==> config.mk <==
export PLATFORM = sky130hd
export DESIGN_NAME = gc_arbiter
export DESIGN_NICKNAME = d
export VERILOG_FILES = /design/src/rtl/gc_arbiter_pkg.sv /design/src/rtl/gc_arbiter_rr_select.sv /design/src/rtl/gc_arbiter.sv
export SDC_FILE = /design/constraint.sdc
export NUM_CORES = 1
export LEC_CHECK = 0
export BUFFER_PORTS_ARGS = -buffer_cell sky130_fd_sc_hd__buf_4
export CAP_MARGIN = 5
export CORE_MARGIN = 2
export CORE_UTILIZATION = 40
export CTS_CLUSTER_SIZE = 12
export DETAILED_ROUTE_END_ITERATION = 16
export GPL_TIMING_DRIVEN = 0
export PLACE_DENSITY = 0.61
export SYNTH_ARGS = -nofsm -noshare
export SYNTH_HDL_FRONTEND = slang
export SYNTH_SLANG_ARGS = --single-unit
==> constraint.sdc <==
create_clock -name clk -period 3.05 [get_ports clk]
set_input_delay 0.4575 -clock clk [delete_from_list [all_inputs] [get_ports clk]]
set_output_delay 0.4575 -clock clk [all_outputs]
set_load 0.03 [all_outputs]
==> src/rtl/gc_arbiter_pkg.sv <==
// Shared sizing for the global-counter arbiter.
// Core count, counter width and index-width helper.
package gc_arbiter_pkg;

  localparam int N_CORE   = 4;
  localparam int GC_WIDTH = 16;

  function automatic int idx_w(input int n);
    return (n > 1) ? $clog2(n) : 1;
  endfunction

endpackage

==> src/rtl/gc_arbiter_rr_select.sv <==
// Round-robin pick: first set request at or after ptr, wrapping.
// Ports: req, ptr in; grant (one-hot), idx, any out. Combinational.
module rr_select
  import gc_arbiter_pkg::*;
#(
  parameter int N = 4
) (
  input  logic [N-1:0]        req,
  input  logic [idx_w(N)-1:0] ptr,
  output logic [N-1:0]        grant,
  output logic [idx_w(N)-1:0] idx,
  output logic                any
);

  localparam int IW = idx_w(N);

  logic [2*N-1:0] dbl;

  // Doubling the vector turns the wrap into a straight scan
  always_comb begin
    dbl   = {req, req};
    grant = '0;
    idx   = '0;
    any   = 1'b0;
    for (int k = 0; k < N; k++) begin
      if (!any && dbl[int'(ptr) + k]) begin
        any = 1'b1;
        grant[(int'(ptr) + k) % N] = 1'b1;
        idx = IW'((int'(ptr) + k) % N);
      end
    end
  end

endmodule

==> src/rtl/gc_arbiter.sv <==
// Owns the global counter; grants one core per cycle round-robin.
// Ports: clk, reset, req_valid/req_ready, gc, set_valid/set_value,
// overflow, grant_count.
module gc_arbiter
  import gc_arbiter_pkg::*;
#(
  parameter int N_CORE   = gc_arbiter_pkg::N_CORE,
  parameter int GC_WIDTH = gc_arbiter_pkg::GC_WIDTH
) (
  input  logic                clk,
  input  logic                reset,
  input  logic [N_CORE-1:0]   req_valid,
  output logic [N_CORE-1:0]   req_ready,
  output logic [GC_WIDTH-1:0] gc,
  input  logic                set_valid,
  input  logic [GC_WIDTH-1:0] set_value,
  output logic                overflow,
  output logic [GC_WIDTH-1:0] grant_count
);

  localparam int IW = idx_w(N_CORE);

  logic [IW-1:0]     ptr;
  logic [IW-1:0]     ptr_nxt;
  logic [IW-1:0]     sel_idx;
  logic [N_CORE-1:0] sel_grant;
  logic              sel_any;
  logic              grant;

  rr_select #(.N(N_CORE)) u_sel (
    .req   (req_valid),
    .ptr   (ptr),
    .grant (sel_grant),
    .idx   (sel_idx),
    .any   (sel_any)
  );

  // A load wins over any request; reset voids the handshake at once
  assign grant     = sel_any && !set_valid && !reset;
  assign req_ready = grant ? sel_grant : '0;

  always_comb begin
    ptr_nxt = sel_idx + 1'b1;
    if (sel_idx == IW'(N_CORE - 1))
      ptr_nxt = '0;
  end

  always_ff @(posedge clk or posedge reset) begin
    if (reset) begin
      gc          <= '0;
      ptr         <= '0;
      overflow    <= 1'b0;
      grant_count <= '0;
    end else if (set_valid) begin
      gc          <= set_value;
      overflow    <= 1'b0;
      grant_count <= '0;
    end else if (grant) begin
      gc          <= gc + 1'b1;
      ptr         <= ptr_nxt;
      grant_count <= grant_count + 1'b1;
      if (&gc)
        overflow <= 1'b1;
    end
  end

endmodule

==> summary.txt <==
Power
  – Sw Share: 0.3778
  – P_int: ~0.0012 W
  – Max VDD drop: 0.2996 mV
  – P_sw: approximately 0.00071 W
  – PwrDens: just over 600 nW/um^2
  – Part of the power in registers: 0.288
  – Clock power share: 0.223
  – Combinational power share: 0.489
  – Pleak: 1.331 nW

Layout
  – Antenna Cells: 0
  – Final nets: 363
  – Layout area overhead: 33.21%
  – Layout cells sized above 1: 0.3093

Place
  – Hpwl dp: 4329 um
  – Gpl congestion: 0.7884
  – Placement Setup Slack: ~0.061 ns
  – I/O Buffers: 55

Hold path
  – Worst min-delay path category: in2async

Timing
  – Max Slew Vio Count: 0
  – Post-route setup slack: about 0.094 ns
  – Relative slew slack: 0.3875
  – Tcrit/Tclk final: 0.9690
  – Final Setup Violations: 0
  – Final hold slack: just over 0.3 ns
  – Max Fclk: 338.4 MHz
  – Worst Max-Slew Pin Slew: 0.8932 ns
  – Final Hold Fails: 0
  – Setup Skew: 0.008090 ns
  – Minimum clock period: 2.956 ns

Route
  – Drt total wl: 5929 um
  – DRT Pass-1 Iters: 5
  – Mean routed wirelength per cell: approximately 15 um
  – Via density: 5.370
  – DR vias: 2175
  – 1st-iter DRT viols: 77
  – Final ANT Viol Nets: 0
  – # DRC: 0

Yosys
  – Syn Area/Cell: 8.902 sq um
  – Cell area after synthesis: 2332 sq um
  – Register area share after synthesis: 0.3755
  – Ys Warns: 0
  – Area contributors post-synth: dfrtp_1 (38%), nand2_1 (5.5%), nor2_1 (4.8%)
  – Largest area contributor in the netlist: dfrtp_1
  – #FFs+latches synth: 35
  – Post-Syn Instances: 262
  – Post-synth cell types: 49
  – Ys async rst share: 1.000
  – Synth top area share: 0.3755
  – Most common flop cell mapped by yosys: dfrtp_1
  – EDFF count, synth: 0
  – Post-Syn Nets: 293

GRT
  – Global route overflow: 0
  – First-pass GRT wire length: 9867 um
  – Pin count of the biggest net entering global routing: 21
  – Total GRT Usage: 0.1943
  – Initial antenna violation count: 0
  – Vias in the first global route: approximately 2100

Setup path
  – Crit path required time: 2.59 ns
  – Worst path top cell family by delay: multiplexers
  – Most common cell on crit path: nor2_1
  – CP cell instances: buf_8, clkinvlp_4, ha_4, mux4_2, a22oi_1, nor2_1, a221oi_2, nor2_1, buf_4
  – Type of origin of the critical path: flip-flop
  – Crit Path Category: reg2out
  – Crit-path max FO: 6
  – Crit-path max cell delay: 0.58 ns
  – Buf/Inv on CP: 3
  – Critical Path End Type: output pin
  – Arrival @ worst endpoint: 2.50 ns
  – Slowest cell on the critical path: mux4_2

Floorplan
  – # rows: 27
  – Die H: 80.36 um
  – Core area: 5574 sq um
  – # IOs: 60
  – Initial Util: 0.4184
  – Die area: 6458 sq um
  – Die X-Extent: 80.36 um

CTS
  – Clock Sinks: 35
  – TritonCTS clock tree: yes
  – CTS buffer count: 5
  – Clock latency on the worst-skew pair: 0.29 ns
  – Root Buffer: clkbuf_8
  – Clock Tree Buf Depth: 2
  – H-Tree Depth: 2
  – Hold Buf Count CTS: 0
  – Reg clk slew, reported paths: 0.08 ns

Run
  – Max cap viols: 0

Run status
  – Status: finished, final reports clean
==> power groups by stage <==
stage          Combinational, W  Sequential [W]  Clock, W
6_report               0.000926        0.000545  0.000421
5_1_grt                 0.00100        0.000551  0.000455
4_1_cts                0.000775        0.000542  0.000432
3_5_place_dp           0.000730        0.000560         0
3_3_place_gp           0.000718        0.000559         0
2_1_floorplan          0.000510        0.000598         0
==> timing repair <==
item | 4_1_cts | 5_1_grt
setup buffers | 2 | 5
setup endpoints to repair | 4 | 4
resized for setup | 4 | 13
pin swaps | 0 | 2
==> cells by family (layout without fill, tap and decap cells) <==
| group | after synthesis | in the layout | synth area share |
|---|---|---|---|
| AND/OR/NAND/NOR | 121 | 121 | 0.2720 |
| flip-flops | 35 | 35 | 0.3755 |
| AO/OA/AOI/OAI | 51 | 51 | 0.1529 |
| XOR/XNOR | 17 | 17 | 0.06384 |
| adder cells (fa/ha/maj) | 8 | 8 | 0.04292 |
| multiplexers | 7 | 7 | 0.04131 |
| buffers and inverters | 23 | 94 | 0.05150 |
==> flip-flops by register name, indices dropped and copies added, names as in the netlist <==
signal       cells
ptr              2
gc              16
grant_count     16
overflow         1
==> final timing paths <==
| path | from | end | slack (ns) | depth (start not counted) |
|---|---|---|---|---|
| setup / recovery | ptr[0] | req_ready[2] | 0.09 | 9 |
| hold / removal | reset | grant_count[5] | 0.30 | 2 |
| setup reg to reg | ptr[0] | ptr[1] | 0.76 | 10 |
| hold reg to reg | overflow | overflow | 0.52 | 2 |
| max in group asynchronous | reset | gc[11] | 2.20 | 3 |
| min in group clk | set_value[15] | gc[15] | 0.38 | 3 |
==> area by class of cell <==
type	count	area (sq um)
timing repair buffer	63	493.0
inverter	7	30.03
clock inverter	3	43.79
buffer	16	112.6
tap	72	90.09
sequential	35	877.1
fill	519	2467
multi-input combinational	204	1391
clock buffer	5	68.82
==> synth_stat cells (3+ instances only) <==
master     n
nor2b_1    7
o21ai_0    9
xnor2_1    8
xor2_1     9
nor3b_1    5
inv_1      7
mux2i_1    4
ha_1       8
buf_6      3
nand3b_1   5
o311ai_0   6
dfrtp_1   35
a221oi_1   4
clkbuf_1   6
buf_2      6
nand2_1   34
nor2_1    30
nand2b_1   3
a21oi_1    7
nand3_1    9
o21ai_1    4
nand4_1    6
nor3_1     7
a22oi_1    5
==> placed cells by master (no fill, tap or decap), types with 3 or more instances in the layout <==
cell,count
o21ai_1,4
a221oi_2,4
mux2i_1,4
nand2b_1,3
o21ai_0,9
a21oi_1,6
buf_4,63
xnor2_1,8
clkbuf_8,5
nand2_1,34
nand4_1,6
dfrtp_1,34
buf_2,3
a22oi_1,5
buf_6,4
ha_1,7
clkbuf_1,6
xor2_1,9
nor3b_1,4
o311ai_0,6
nand3b_1,5
inv_1,5
nand3_1,9
nor3_1,7
nor2_1,30
nor2b_1,7
==> metrics by stage <==
step	util	setup TNS [ns]	power (W)	cell area, sq um	instances
after floorplan	-	0	0.001108	2332	262
after global placement	0.5086	0	0.001277	2835	389
after detailed placement	0.5136	0	0.001290	2863	390
after CTS	0.5383	0	0.001749	3000	400
after global routing	0.5574	-0.004319	0.002011	3107	405
final	0.5574	0	0.001892	3107	405
==> metal layers <==
layer,vias to the layer above,global-route usage,wire length [um]
li1,1076,-,-
met1,1036,0.2411,2577
met2,58,0.3367,2944
met3,5,0.04607,347
met4,0,0.05254,58
met5,-,0,0
Note: power is estimated with default switching activity, not from simulation.
